$ cat src/rtl/keypad_bcd_calc_if.sv
// Keypad-to-display bundle for keypad_bcd_calc: one-pulse key input on one side,
// packed BCD display plus status on the other.
interface keypad_bcd_calc_if #(
  parameter int DIGITS = 2
);
  logic                        key_valid;
  logic [3:0]                  key_code;
  logic [4*(DIGITS+1)-1:0]     disp_bcd;
  logic                        disp_neg;
  logic [1:0]                  disp_sel;
  logic                        busy;
  logic                        done;

  modport master (
    output key_valid, key_code,
    input  disp_bcd, disp_neg, disp_sel, busy, done
  );

  modport slave (
    input  key_valid, key_code,
    output disp_bcd, disp_neg, disp_sel, busy, done
  );
endinterface

$ cat src/rtl/keypad_bcd_calc.sv
// Key-driven N-digit BCD add/sub calculator with digit-serial datapath.
// Optional macro LEADING_ZERO_BLANK_EN blanks leading zero display nibbles to 4'hF.
module keypad_bcd_calc #(
  parameter int DIGITS = 2
) (
  input logic              clk_150,
  input logic              rst_n,
  keypad_bcd_calc_if.slave bus
);
  localparam int AW = 4 * DIGITS;
  localparam int RW = 4 * (DIGITS + 1);
  localparam int CW = $clog2(DIGITS + 1);
  localparam logic [CW-1:0] FULL = CW'(DIGITS);
  localparam logic [CW-1:0] LAST = CW'(DIGITS - 1);

  typedef enum logic [1:0] {ENTER_A, ENTER_B, CALC, RESULT} state_t;

  state_t        state, next_state;
  logic [AW-1:0] a, b, x, y, acc, acc_next;
  logic [RW-1:0] r;
  logic [CW-1:0] cnt_a, cnt_b, idx;
  logic          op_sub, neg, cy, cy_next, done_q;
  logic [4:0]    sum, diff;
  logic [3:0]    dig;

  logic key_dig, key_op, key_eq, key_clr, key_bs, chain_ok, last_digit;

  assign key_dig    = bus.key_valid && (bus.key_code <= 4'd9);
  assign key_op     = bus.key_valid && (bus.key_code == 4'd10 || bus.key_code == 4'd11);
  assign key_eq     = bus.key_valid && (bus.key_code == 4'd12);
  assign key_clr    = bus.key_valid && (bus.key_code == 4'd13);
  assign key_bs     = bus.key_valid && (bus.key_code == 4'd14);
  // A result can only be reused as operand A if it is non-negative and fits in DIGITS.
  assign chain_ok   = !neg && (r[RW-1 -: 4] == 4'd0);
  assign last_digit = (idx == LAST);

  // x/y shift right one nibble per CALC cycle, so the current digit is always the LSD.
  always_comb begin
    // NOTE: every always_comb output gets a default first so no path infers a latch.
    dig     = 4'd0;
    cy_next = 1'b0;
    sum     = 5'(x[3:0]) + 5'(y[3:0]) + 5'(cy);
    diff    = 5'(x[3:0]) - 5'(y[3:0]) - 5'(cy);
    if (!op_sub) begin
      if (sum > 5'd9) begin
        dig     = 4'(sum - 5'd10);
        cy_next = 1'b1;
      end else begin
        dig = sum[3:0];
      end
    end else begin
      if (diff[4]) begin
        dig     = 4'(diff + 5'd10);
        cy_next = 1'b1;
      end else begin
        dig = diff[3:0];
      end
    end
    acc_next = (acc >> 4) | (AW'(dig) << (4 * (DIGITS - 1)));
  end

  always_ff @(posedge clk_150 or negedge rst_n) begin
    // NOTE: sequential state uses non-blocking assignments only, so every flop sees pre-edge values.
    if (!rst_n) state <= ENTER_A;
    else        state <= next_state;
  end

  always_comb begin
    next_state = state;
    if (key_clr) begin
      next_state = ENTER_A;
    end else begin
      case (state)
        ENTER_A: if (key_op) next_state = ENTER_B;
        ENTER_B: if (key_eq) next_state = CALC;
        CALC:    if (last_digit) next_state = RESULT;
        RESULT: begin
          if (key_dig)                  next_state = ENTER_A;
          else if (key_op && chain_ok)  next_state = ENTER_B;
        end
        default: next_state = ENTER_A;
      endcase
    end
  end

  always_ff @(posedge clk_150 or negedge rst_n) begin
    if (!rst_n) begin
      a <= '0; b <= '0; r <= '0; x <= '0; y <= '0; acc <= '0;
      cnt_a <= '0; cnt_b <= '0; idx <= '0;
      op_sub <= 1'b0; neg <= 1'b0; cy <= 1'b0; done_q <= 1'b0;
    end else if (key_clr) begin
      a <= '0; b <= '0; r <= '0; x <= '0; y <= '0; acc <= '0;
      cnt_a <= '0; cnt_b <= '0; idx <= '0;
      op_sub <= 1'b0; neg <= 1'b0; cy <= 1'b0; done_q <= 1'b0;
    end else begin
      done_q <= 1'b0;
      case (state)
        ENTER_A: begin
          if (key_dig && cnt_a != FULL) begin
            a     <= (a << 4) | AW'(bus.key_code);
            cnt_a <= cnt_a + 1'b1;
          end else if (key_bs && cnt_a != '0) begin
            a     <= a >> 4;
            cnt_a <= cnt_a - 1'b1;
          end else if (key_op) begin
            op_sub <= bus.key_code[0];
            b      <= '0;
            cnt_b  <= '0;
          end
        end
        ENTER_B: begin
          if (key_dig && cnt_b != FULL) begin
            b     <= (b << 4) | AW'(bus.key_code);
            cnt_b <= cnt_b + 1'b1;
          end else if (key_bs && cnt_b != '0) begin
            b     <= b >> 4;
            cnt_b <= cnt_b - 1'b1;
          end else if (key_op) begin
            op_sub <= bus.key_code[0];
          end else if (key_eq) begin
            // Packed BCD compares like binary, so a swap keeps subtraction non-negative.
            if (op_sub && a < b) begin
              x <= b; y <= a; neg <= 1'b1;
            end else begin
              x <= a; y <= b; neg <= 1'b0;
            end
            cy  <= 1'b0;
            idx <= '0;
            acc <= '0;
          end
        end
        CALC: begin
          x   <= x >> 4;
          y   <= y >> 4;
          acc <= acc_next;
          cy  <= cy_next;
          idx <= idx + 1'b1;
          if (last_digit) begin
            r      <= {3'b000, cy_next & ~op_sub, acc_next};
            done_q <= 1'b1;
          end
        end
        RESULT: begin
          if (key_dig) begin
            a     <= AW'(bus.key_code);
            cnt_a <= CW'(1);
          end else if (key_op && chain_ok) begin
            a      <= r[AW-1:0];
            cnt_a  <= FULL;
            op_sub <= bus.key_code[0];
            b      <= '0;
            cnt_b  <= '0;
          end
        end
        default: ;
      endcase
    end
  end

  logic [RW-1:0] raw;
  logic [1:0]    sel;
`ifdef LEADING_ZERO_BLANK_EN
  logic [RW-1:0] disp;
  logic          lead;
`endif

  always_comb begin
    raw = '0;
    sel = 2'd0;
    case (state)
      ENTER_A:       begin raw = RW'(a); sel = 2'd0; end
      ENTER_B, CALC: begin raw = RW'(b); sel = 2'd1; end
      RESULT:        begin raw = r;      sel = 2'd2; end
      default:       ;
    endcase
    bus.disp_sel = sel;
    bus.disp_neg = (state == RESULT) && neg;
    bus.busy     = (state == CALC);
    bus.done     = done_q;
`ifdef LEADING_ZERO_BLANK_EN
    disp = raw;
    lead = 1'b1;
    for (int i = DIGITS; i > 0; i--) begin
      if (lead && raw[4*i +: 4] == 4'd0) disp[4*i +: 4] = 4'hF;
      else                               lead = 1'b0;
    end
    bus.disp_bcd = disp;
`else
    bus.disp_bcd = raw;
`endif
  end
endmodule

$ cat src/flat_wrapper.sv
// flat-port wrapper written by rule: the top's interface ports become plain ports
module keypad_bcd_calc_flat 
#(
  parameter int DIGITS = 2
)
  (clk_150, rst_n, bus_key_valid, bus_key_code, bus_disp_bcd, bus_disp_neg, bus_disp_sel, bus_busy, bus_done);
  keypad_bcd_calc_if #(.DIGITS(DIGITS)) bus_i ();
  input logic clk_150;
  input logic rst_n;
  input wire logic [$bits(bus_i.key_valid)-1:0] bus_key_valid;
  input wire logic [$bits(bus_i.key_code)-1:0] bus_key_code;
  output wire logic [$bits(bus_i.disp_bcd)-1:0] bus_disp_bcd;
  output wire logic [$bits(bus_i.disp_neg)-1:0] bus_disp_neg;
  output wire logic [$bits(bus_i.disp_sel)-1:0] bus_disp_sel;
  output wire logic [$bits(bus_i.busy)-1:0] bus_busy;
  output wire logic [$bits(bus_i.done)-1:0] bus_done;
  assign bus_i.key_valid = bus_key_valid;
  assign bus_i.key_code = bus_key_code;
  assign bus_disp_bcd = bus_i.disp_bcd;
  assign bus_disp_neg = bus_i.disp_neg;
  assign bus_disp_sel = bus_i.disp_sel;
  assign bus_busy = bus_i.busy;
  assign bus_done = bus_i.done;
  keypad_bcd_calc #(.DIGITS(DIGITS)) u_core (.clk_150(clk_150), .rst_n(rst_n), .bus(bus_i));
endmodule
$ cat config.mk
export PLATFORM = sky130hd
export DESIGN_NAME = keypad_bcd_calc_flat
export DESIGN_NICKNAME = d
export VERILOG_FILES = /design/src/rtl/keypad_bcd_calc_if.sv /design/src/rtl/keypad_bcd_calc.sv /design/src/flat_wrapper.sv
export SDC_FILE = /design/constraint.sdc
export NUM_CORES = 1
export LEC_CHECK = 0
export BUFFER_PORTS_ARGS = -buffer_cell sky130_fd_sc_hd__buf_2
export CAP_MARGIN = 5
export CORE_ASPECT_RATIO = 0.6
export CORE_MARGIN = 3
export CORE_UTILIZATION = 65
export CTS_BUF_LIST = sky130_fd_sc_hd__clkbuf_4
export CTS_CLUSTER_DIAMETER = 50
export CTS_CLUSTER_SIZE = 10
export DETAILED_ROUTE_END_ITERATION = 7
export PLACE_DENSITY = 0.88
export SYNTH_ARGS = -nofsm -noshare
export SYNTH_HDL_FRONTEND = slang
export SYNTH_SLANG_ARGS = --single-unit
$ cat constraint.sdc
create_clock -name clk_150 -period 6.94 [get_ports clk_150]
set_input_delay 1.041 -clock clk_150 [delete_from_list [all_inputs] [get_ports clk_150]]
set_output_delay 1.041 -clock clk_150 [all_outputs]
set_load 0.01 [all_outputs]
* Yosys cells after proc, flatten, opt, wreduce, memory -nomap -nowiden
Cells that the tools add are included.
** Word-level totals
- Bits in registers :: 64
- Input bits :: 7
- Output and inout port bits :: 17
- Word-level logic and storage cells :: 193
** Cells by class
- Add/subtract/negate cells :: 11
- Magnitude comparators :: 3
- Equality and inequality tests :: 27
- Muxes and demuxes :: 99
- Bitwise operators :: 5
- Reduce and logical (&&, ||, !) cells :: 34
** Operators by type and width (count)
- 8-bit two-way mux :: 30
- 8-bit case mux with 2 select lines :: 4
- 2-bit two-way mux :: 24
- 12-bit two-way mux :: 3
- 12-bit case mux with 3 select lines :: 1
- 1-bit two-way mux :: 26
- 8-bit case mux with 3 select lines :: 1
- 4-bit == test (second input constant) :: 5
- 8-bit by 4-bit OR with 8-bit output :: 2
- 7-bit AND reduction :: 2
- 1-bit logical AND :: 13
- 4-bit two-way mux :: 3
- 3-bit by 1-bit != test with 1-bit output (second input constant) :: 4
- 3-bit by 2-bit != test with 1-bit output (second input constant) :: 4
- 4-bit by 1-bit != test with 1-bit output (second input constant) :: 3
- 2-bit case mux with 3 select lines :: 2
- 2-bit nonzero test :: 6
- 5-bit AND reduction :: 2
- 8-bit less-than comparator :: 1
- 4-bit by 8-bit OR with 8-bit output :: 1
- 2-bit case mux with 2 select lines :: 2
- 2-bit case mux with 4 select lines :: 1
- 2-bit by 1-bit adder with 2-bit output (second input constant) :: 3
- 2-bit != test (second input constant) :: 3
- other kinds (27) :: 33

* Longest topological paths before layout
Gate-level depths: netlist (run 1).
- Depth after elaboration :: 9
- Depth in mapped cells :: 11
- Mapped depth without buffers :: 11

* Least setup slack after synthesis (run 1)
Ideal clock, no wire load.
- Path kind :: reg-to-reg
- Start :: reg u_core.cy
- End :: reg u_core.acc[6]
- Setup time :: 122 ps
- Arrival :: 2567 ps
- Data required time :: 6818 ps
- Path slack :: 4252 ps
- Cell stages (with the launch flop) :: 11
- Path buffers :: 0
- Period minus slack after synthesis :: 2688 ps
- Path through :: dfrtp_1 > fa_1 > fa_1 > xnor2_1 > inv_1 > ha_1 > inv_1 > o22ai_1 > a21oi_1 > o311ai_0 > a32o_1
** Between the ends
- Word-level cells in the longest chain between the ends :: 7
- Elaborated cells between the ends (all ways) :: 11
- Classes of those cells :: add/sub: 4; order compare: 1; mux: 5; bitwise: 1
** Ends and longest elaborated chain
- start: declaration :: line keypad_bcd_calc.sv:22 : logic op_sub, neg, cy, cy_next, done_q;
- start signal: assignment :: line keypad_bcd_calc.sv:136 : cy <= cy_next;
- 5-bit by 1-bit adder with 5-bit output or 5-bit by 1-bit subtractor with 5-bit output (tied branches) :: line keypad_bcd_calc.sv:42, keypad_bcd_calc.sv:43
- 4-bit subtractor (tied with other cells) :: line keypad_bcd_calc.sv:46 : dig = 4'(sum - 5'd10);
- 4-bit two-way mux (on tied branches) :: line keypad_bcd_calc.sv:45, keypad_bcd_calc.sv:52
- 4-bit two-way mux * :: line keypad_bcd_calc.sv:44 : if (!op_sub) begin
- 4-bit by 8-bit OR with 8-bit output * :: line keypad_bcd_calc.sv:59 : acc_next = (acc >> 4) | (AW'(dig) << (4 * (DIGITS - 1)));
- 8-bit case mux with 2 select lines * :: line keypad_bcd_calc.sv:97 : case (state)
- 8-bit two-way mux * :: line keypad_bcd_calc.sv:91 : end else if (key_clr) begin
- end signal: assignment :: line keypad_bcd_calc.sv:135 : acc <= acc_next;
- end: declaration :: line keypad_bcd_calc.sv:19 : logic [AW-1:0] a, b, x, y, acc, acc_next;
Every way passes the cells marked *; elsewhere a longest branch is shown, timed or not.
A chain may end at the register's enable or synchronous reset.

* Worst setup path after layout (run 1)
- Start :: in bus_key_code[1]
- End :: reg u_core.b[2]
** Between the ends
- Word-level cells in the longest chain between the ends :: 6
- Elaborated cells between the ends (all ways) :: 26
- Classes of those cells :: order compare: 1; eq/ne: 10; mux: 3; reduce/logical: 12
** Ends and longest elaborated chain
- start: declaration :: line flat_wrapper.sv:11 : input wire logic [$bits(bus_i.key_code)-1:0] bus_key_code;
- 4-bit <= comparator or 4-bit == test (tied branches) :: line keypad_bcd_calc.sv:28, keypad_bcd_calc.sv:29
- 1-bit logical AND or 1-bit logical OR (tied branches) :: line keypad_bcd_calc.sv:28, keypad_bcd_calc.sv:29
- 1-bit logical AND (on tied branches) :: line keypad_bcd_calc.sv:112, keypad_bcd_calc.sv:29
- 8-bit two-way mux or 1-bit logical AND (tied branches) :: line keypad_bcd_calc.sv:112, keypad_bcd_calc.sv:147
- 8-bit case mux with 3 select lines or 3-bit by 1-bit != test with 1-bit output (tied branches)
- 8-bit two-way mux or 7-bit AND reduction (tied branches)
- end signal: assignment :: line keypad_bcd_calc.sv:113 : b <= (b << 4) | AW'(bus.key_code);
- end signal: assignment :: line keypad_bcd_calc.sv:116 : b <= b >> 4;
- end: declaration :: line keypad_bcd_calc.sv:19
Several ways; a longest one is shown, not always the timed one.

==> results of run 1 <==
[power breakdown]
part           internal [µW]  switching (µW)  leakage (µW)  total, µW
Clock                    148             128     0.0000777        276
Combinational            505             744       0.00105       1250
Sequential               447             146      0.000757        593
Total                   1100            1020       0.00188       2120
[worst max-delay path, delay by kind of cell]
family / cells / cell delay [ps]
simple gates: 3 / 1420
mux: 1 / 490
compound gates: 2 / 440
buf+inv: 1 / 150
[layout by cell type, fill, tap and decap left out, types with 7 or more instances in the layout]
cell type and count:
dfrtp_1 57, nand2_1 49, o21ai_0 33, inv_1 31, mux2i_1 29, a21oi_1 27
ha_1 22, buf_2 20, a22oi_1 12, nand3_1 10, clkbuf_4 10, and2_1 9
nor2_1 8, nand2b_1 8, a22o_1 7
[routing by layer]
layer	global-route usage, %	vias to the layer above	wire, µm
met3	8.342	27	1138
met5	0	-	0
met1	44.53	1641	4503
met4	13.09	0	181
li1	-	1537	-
met2	47.78	205	4486
[state kept, by name, summed over array words and instances (netlist names)]
| register | cells |
|---|---|
| u_core.r | 9 |
| u_core.a | 8 |
| u_core.b | 8 |
| u_core.x | 8 |
| u_core.y | 8 |
| u_core.acc | 4 |
| u_core.cnt_a | 2 |
| u_core.cnt_b | 2 |
| u_core.idx | 2 |
| u_core.state | 2 |
| u_core.bus.done | 1 |
| u_core.cy | 1 |
| u_core.neg | 1 |
| u_core.op_sub | 1 |
[worst max path at each step]
stage	end	depth (start not counted)
detailed placement	u_core.cnt_b[0]$_DFFE_PN0P_	7
global route	u_core.acc[5]$_DFFE_PN0P_	11
global placement	u_core.b[1]$_DFFE_PN0P_	7
finish	u_core.b[2]$_DFFE_PN0P_	7
floorplan	u_core.acc[6]$_DFFE_PN0P_	10
CTS	bus_disp_bcd[0]	5
[cell families after synthesis]
group | Yosys count | share of synthesized area [%]
compound gates | 129 | 22.10
simple gates | 109 | 14.01
flops | 57 | 36.89
buf+inv | 52 | 5.890
mux | 39 | 10.91
fa+ha+maj | 26 | 9.191
xor+xnor | 4 | 0.9063
other cells | 1 | 0.09699
[final cells by class]
type                    count  area share [%]
repair buffers             23           2.957
clock buffers              10           1.810
multi-input cells         310           53.62
flip-flops and latches     57           34.40
clock inverters             6           1.992
inverters                  31           2.806
well taps                  80           2.414
[stage by stage]
stage	std cells	hold WS [ps]	instance area, µm²	power (µW)
2_1_floorplan	419	449.7	3874	1473
3_3_place_gp	501	464.2	3989	1735
3_5_place_dp	501	478.4	3989	1798
4_1_cts	517	501.1	4146	2084
5_1_grt	517	517.9	4146	2264
6_report	517	493.6	4146	2118
==> flow_metrics.env, run 1 <==
export IMPL_synth_area_leaders="dfrtp_1 (37%), mux2i_1 (7.5%), ha_1 (7.1%)"
export IMPL_synth_largest_area_cell="dfrtp_1"
export IMPL_drtIter0Drc=548
export IMPL_ys_ff_latch=57
export IMPL_finalCriticalPeriod_ps=3255
export IMPL_vdd_drop_max_mv=0.4945
export IMPL_r2r_end="u_core.acc[6]$_DFFE_PN0P_"
export IMPL_gp_congestion=0.9582
export IMPL_postSynthAreaPerCell_um2=9.271
export IMPL_cp_max_fo=21
export IMPL_crit_path_start_kind="input port"
export IMPL_n_antenna_cell=0
export IMPL_synthToLayoutAreaGrowth_pct=7.249
export IMPL_crit_required_ps=7240
export IMPL_crit_path_end_kind="flop"
export IMPL_slowest_stage="nand3b_1"
export IMPL_die_h_um=65.74
export IMPL_status="finished clean"
export IMPL_grt_pass1_wl_um=16790
export IMPL_dp_hpwl_um=7491
export IMPL_cts_tree="done"
export IMPL_ff_latch_area_um2=1426
export IMPL_synth_cells=417
export IMPL_clock_latency_ps=410
export IMPL_rows=21
export IMPL_fin_util_pct=73.40
export IMPL_cts_root_buffer="clkbuf_4"
export IMPL_min_to="u_core.idx[1]$_DFFE_PN0P_"
export IMPL_nNetsFinal=465
export IMPL_final_setup_tns_ps=0
export IMPL_num_vias=3410
export IMPL_p_per_area_nw_per_um2=510.7
export IMPL_relSlewSlack_pct=17.06
export IMPL_post_synth_top_count_cell="dfrtp_1"
export IMPL_fp_dieArea_um2=6940
export IMPL_ys_types=59
export IMPL_tightest_slew_ps=1237
export IMPL_grt_pass1_vias=3270
export IMPL_hp_class="flop to flop"
export IMPL_worstSetupPathType="input port to flop"
export IMPL_grt_overflow=0
export IMPL_drt_vias_per_instance=6.596
export IMPL_startpoint="bus_key_code[1]"
export IMPL_clkTransAtPathRegs_ps=90
export IMPL_post_drt_wl_per_cell_um=19.94
export IMPL_antenna_found_initial=0
export IMPL_slowest_delay_ps=610
export IMPL_fp_coreArea_um2=5649
export IMPL_rsz0062_at_grt="no"
export IMPL_drc=0
export IMPL_finClkSkew_ps=7.717
export IMPL_fin_ws_ps=3685
export IMPL_yosysSeqAreaShare_pct=36.89
export IMPL_numCtsBuffers=9
export IMPL_multi_input_area_um2=2223
export IMPL_drive_gt1_share_pct=13.04
export IMPL_yosys_warnings=0
export IMPL_finalMaxSlewViolations=0
export IMPL_crit_chain="buf_2 -> and4b_1 -> nand2_1 -> a21oi_1 -> o22ai_1 -> nand3b_1 -> mux2_4"
export IMPL_drt_total_wl_um=10310
export IMPL_postCtsSetupRepairBufs=0
export IMPL_holdPathStages=2
export IMPL_io_buffers=20
export IMPL_critPathArrivalTime_ps=3560
export IMPL_synth_top_flop_cell="dfrtp_1"
export IMPL_pre_cts_ws_ps=3400
export IMPL_hold_start="u_core.idx[1]$_DFFE_PN0P_"
export IMPL_synthArstFlopShare_pct=100.0
export IMPL_start_util_pct=68.44
export IMPL_fmax_ghz=0.3072
export IMPL_synth_top_area_share_pct=36.89
export IMPL_gr_usage_all_layers_pct=31.97
export IMPL_htreeDepth=3
export IMPL_p_leak_uw=0.001884
export IMPL_nFillCells=412
export IMPL_boundaryPins=24
export IMPL_r2r_slack_ps=3770
export IMPL_finalHoldViolations=0
export IMPL_grt_max_degree=58
export IMPL_reg2reg_from="u_core.cy$_DFFE_PN0P_"
export IMPL_ant_nets=0
export IMPL_synth_edf_count=0
export IMPL_firstDrtPassIters=6
export IMPL_cts_resized=0
export IMPL_finalCritPeriodShare_pct=46.90
export IMPL_synth_common_cells="dfrtp_1 (57), nand2_1 (49), o21ai_0 (33)"
export IMPL_die_w_um=105.6
export IMPL_cap_violations=0
export IMPL_reg2reg_depth=10
export IMPL_finalSetupViolCount=0
export IMPL_cts_buffer_depth=2
export IMPL_clkSinkCount=57
export IMPL_holdBufCountCts=0
export IMPL_synth_area_um2=3866
Power figures use the tool's default switching activity.
==> inputs of run 2 (changes only) <==
--- a/config.mk
+++ b/config.mk
@@ -9,12 +9,12 @@
 export CAP_MARGIN = 5
 export CORE_ASPECT_RATIO = 0.6
 export CORE_MARGIN = 3
-export CORE_UTILIZATION = 65
+export CORE_UTILIZATION = 57
 export CTS_BUF_LIST = sky130_fd_sc_hd__clkbuf_4
 export CTS_CLUSTER_DIAMETER = 50
 export CTS_CLUSTER_SIZE = 10
 export DETAILED_ROUTE_END_ITERATION = 7
-export PLACE_DENSITY = 0.88
+export PLACE_DENSITY = 0.82
 export SYNTH_ARGS = -nofsm -noshare
 export SYNTH_HDL_FRONTEND = slang
 export SYNTH_SLANG_ARGS = --single-unit
==> constraint.sdc (replaced) <==
create_clock -name clk_150 -period 2.9 [get_ports clk_150]
set_input_delay 0.435 -clock clk_150 [delete_from_list [all_inputs] [get_ports clk_150]]
set_output_delay 0.435 -clock clk_150 [all_outputs]
set_load 0.01 [all_outputs]
==> flow_metrics.env, run 2 (synthesis results as in run 1) <==
export IMPL_gp_congestion=0.9619
export IMPL_boundaryPins=24
export IMPL_crit_end="u_core.r[5]$_DFFE_PN0P_"
export IMPL_ant_nets=0
export IMPL_hp_class="input port to asynchronous set/reset pin"
export IMPL_pre_cts_ws_ps=-109.4
export IMPL_largest_reg_flops=9
export IMPL_finalCritPeriodShare_pct=94.92
export IMPL_r2r_slack_ps=150
export IMPL_finClkSkew_ps=16.06
export IMPL_cp_buffers_inverters=2
export IMPL_rows=22
export IMPL_finalMaxSlewViolations=0
export IMPL_grt_overflow=0
export IMPL_vdd_drop_max_mv=1.025
export IMPL_cp_max_fo=5
export IMPL_cts_buffer_depth=2
export IMPL_die_h_um=69.80
export IMPL_pwr_share_seq_pct=27.0
export IMPL_power_frac_comb_pct=60.3
export IMPL_critPathTopFamily="adder cells"
export IMPL_reg2reg_depth=11
export IMPL_critPathArrivalTime_ps=3130
export IMPL_gr_usage_all_layers_pct=28.29
export IMPL_fmax_ghz=0.3633
export IMPL_status="finished clean"
export IMPL_drtIter0Drc=634
export IMPL_numCtsBuffers=9
export IMPL_die_w_um=112.3
export IMPL_io_buffers=20
export IMPL_nNetsFinal=477
export IMPL_reg2reg_from="u_core.x[0]$_DFFE_PN0P_"
export IMPL_design_area_um2=4305
export IMPL_use_met3_pct=10.99
export IMPL_start_util_pct=61.07
export IMPL_slowest_stage="dfrtp_2"
export IMPL_placed_cell_area_um2=4069
export IMPL_cts_tree="done"
export IMPL_relSlewSlack_pct=44.28
export IMPL_finalSetupViolCount=0
export IMPL_grt_pass1_wl_um=17200
export IMPL_synthToLayoutAreaGrowth_pct=11.36
export IMPL_cts_root_buffer="clkbuf_4"
export IMPL_drt_total_wl_um=10590
export IMPL_met2_usage_pct=38.02
export IMPL_finalHoldViolations=0
export IMPL_fp_dieArea_um2=7840
export IMPL_finalCriticalPeriod_ps=2753
export IMPL_p_leak_uw=0.001952
export IMPL_worstSetupPathType="flop to flop"
export IMPL_crit_required_ps=3270
export IMPL_clkPwrFrac_pct=12.7
export IMPL_layout_common_cells="dfrtp_1 (56), nand2_1 (49), o21ai_0 (33)"
export IMPL_clock_latency_ps=430
export IMPL_antenna_found_initial=0
export IMPL_busiest_layer="met1"
export IMPL_num_vias=3482
export IMPL_swShare_pct=47.52
export IMPL_htreeDepth=3
export IMPL_crit_path_start_kind="flop"
export IMPL_fin_util_pct=68.00
export IMPL_r2r_end="u_core.r[5]$_DFFE_PN0P_"
export IMPL_final_common_cell="dfrtp_1"
export IMPL_cap_violations=0
export IMPL_clkTransAtPathRegs_ps=110
export IMPL_firstDrtPassIters=8
export IMPL_crit_chain="fa_2 -> fa_2 -> xnor2_4 -> inv_1 -> ha_1 -> inv_1 -> o22ai_2 -> a21oi_4 -> nor3_2 -> o31ai_2 -> o21ba_2"
export IMPL_nFillCells=506
export IMPL_dp_hpwl_um=7705
export IMPL_grt_pass1_vias=3264
export IMPL_drt_vias_per_instance=6.533
export IMPL_global_route_usage_met1_pct=41.70
export IMPL_largest_register="u_core.r"
export IMPL_n_antenna_cell=0
export IMPL_crit_path_end_kind="flop"
export IMPL_grt_max_degree=38
export IMPL_post_drt_wl_per_cell_um=19.87
export IMPL_tightest_slew_ps=835.7
export IMPL_clkSinkCount=57
export IMPL_p_per_area_nw_per_um2=1222
export IMPL_drive_gt1_share_pct=17.82
export IMPL_startpoint="u_core.x[0]$_DFFE_PN0P_"
export IMPL_drc=0
export IMPL_power_switching_uw=2500
export IMPL_fp_coreArea_um2=6331
export IMPL_internal_power_uw=2761
export IMPL_path_depth=11
export IMPL_fin_ws_ps=147.3
export IMPL_slowest_delay_ps=450
-- run 2: worst register-to-register path: cells and delay by family, from the launching register on --
kind / cells / cell delay (ps)
compound gates: 4 / 740
xor+xnor: 1 / 190
fa+ha+maj: 3 / 1070
buf+inv: 2 / 180
flops: 1 / 450
simple gates: 1 / 70
-- run 2: per-layer routing --
metal | vias to the layer above | wire, µm
met5 | - | 0
met4 | 0 | 218
met3 | 28 | 1263
met2 | 214 | 4421
met1 | 1678 | 4686
li1 | 1562 | -
-- run 2: final cells by class --
type	instances	area [µm²]	share of cell area (%)
clock buffer	10	75.07	1.744
tap	84	105.1	2.441
timing repair buffer	35	212.7	4.940
clock inverter	6	82.58	1.918
sequential	57	1428	33.16
multi-input combinational	310	2286	53.09
inverter	31	116.4	2.703
-- run 2: per-stage QoR --
step / hold WS, ps / setup TNS [ps] / total power, µW / instances
finish: 95.42 / 0 / 5261 / 533
global route: 118.1 / -48.12 / 5666 / 533
CTS: 102.8 / 0 / 5066 / 531
detailed placement: 475.8 / -323.0 / 4360 / 515
global placement: 465.1 / 0 / 4239 / 515
floorplan: 139.4 / 0 / 3526 / 419
-- run 2: timing repair --
action	CTS	global route
resized for setup	2	12
pin swaps	0	4
gates cloned	0	0
buffers inserted	0	2
setup endpoints to repair	5	8
hold buffers	0	0
-- run 2: worst min-delay path by stage --
stage	start	end	slack (ps)	depth (start not counted)
global route	rst_n	u_core.y[5]$_DFFE_PN0P_	120	1
floorplan	rst_n	u_core.a[0]$_DFFE_PN0P_	140	0
global placement	u_core.idx[1]$_DFFE_PN0P_	u_core.idx[1]$_DFFE_PN0P_	470	2
finish	rst_n	u_core.x[2]$_DFFE_PN0P_	100	1
detailed placement	u_core.idx[1]$_DFFE_PN0P_	u_core.idx[1]$_DFFE_PN0P_	480	2
CTS	rst_n	u_core.y[5]$_DFFE_PN0P_	100	1
-- run 2: power groups by stage --
stage / Sequential [µW] / Clock [µW] / Combinational, µW
6_report: 1420 / 666 / 3170
5_1_grt: 1450 / 719 / 3490
4_1_cts: 1400 / 676 / 2990
3_5_place_dp: 1410 / 0 / 2950
3_3_place_gp: 1400 / 0 / 2840
2_1_floorplan: 1290 / 0 / 2240
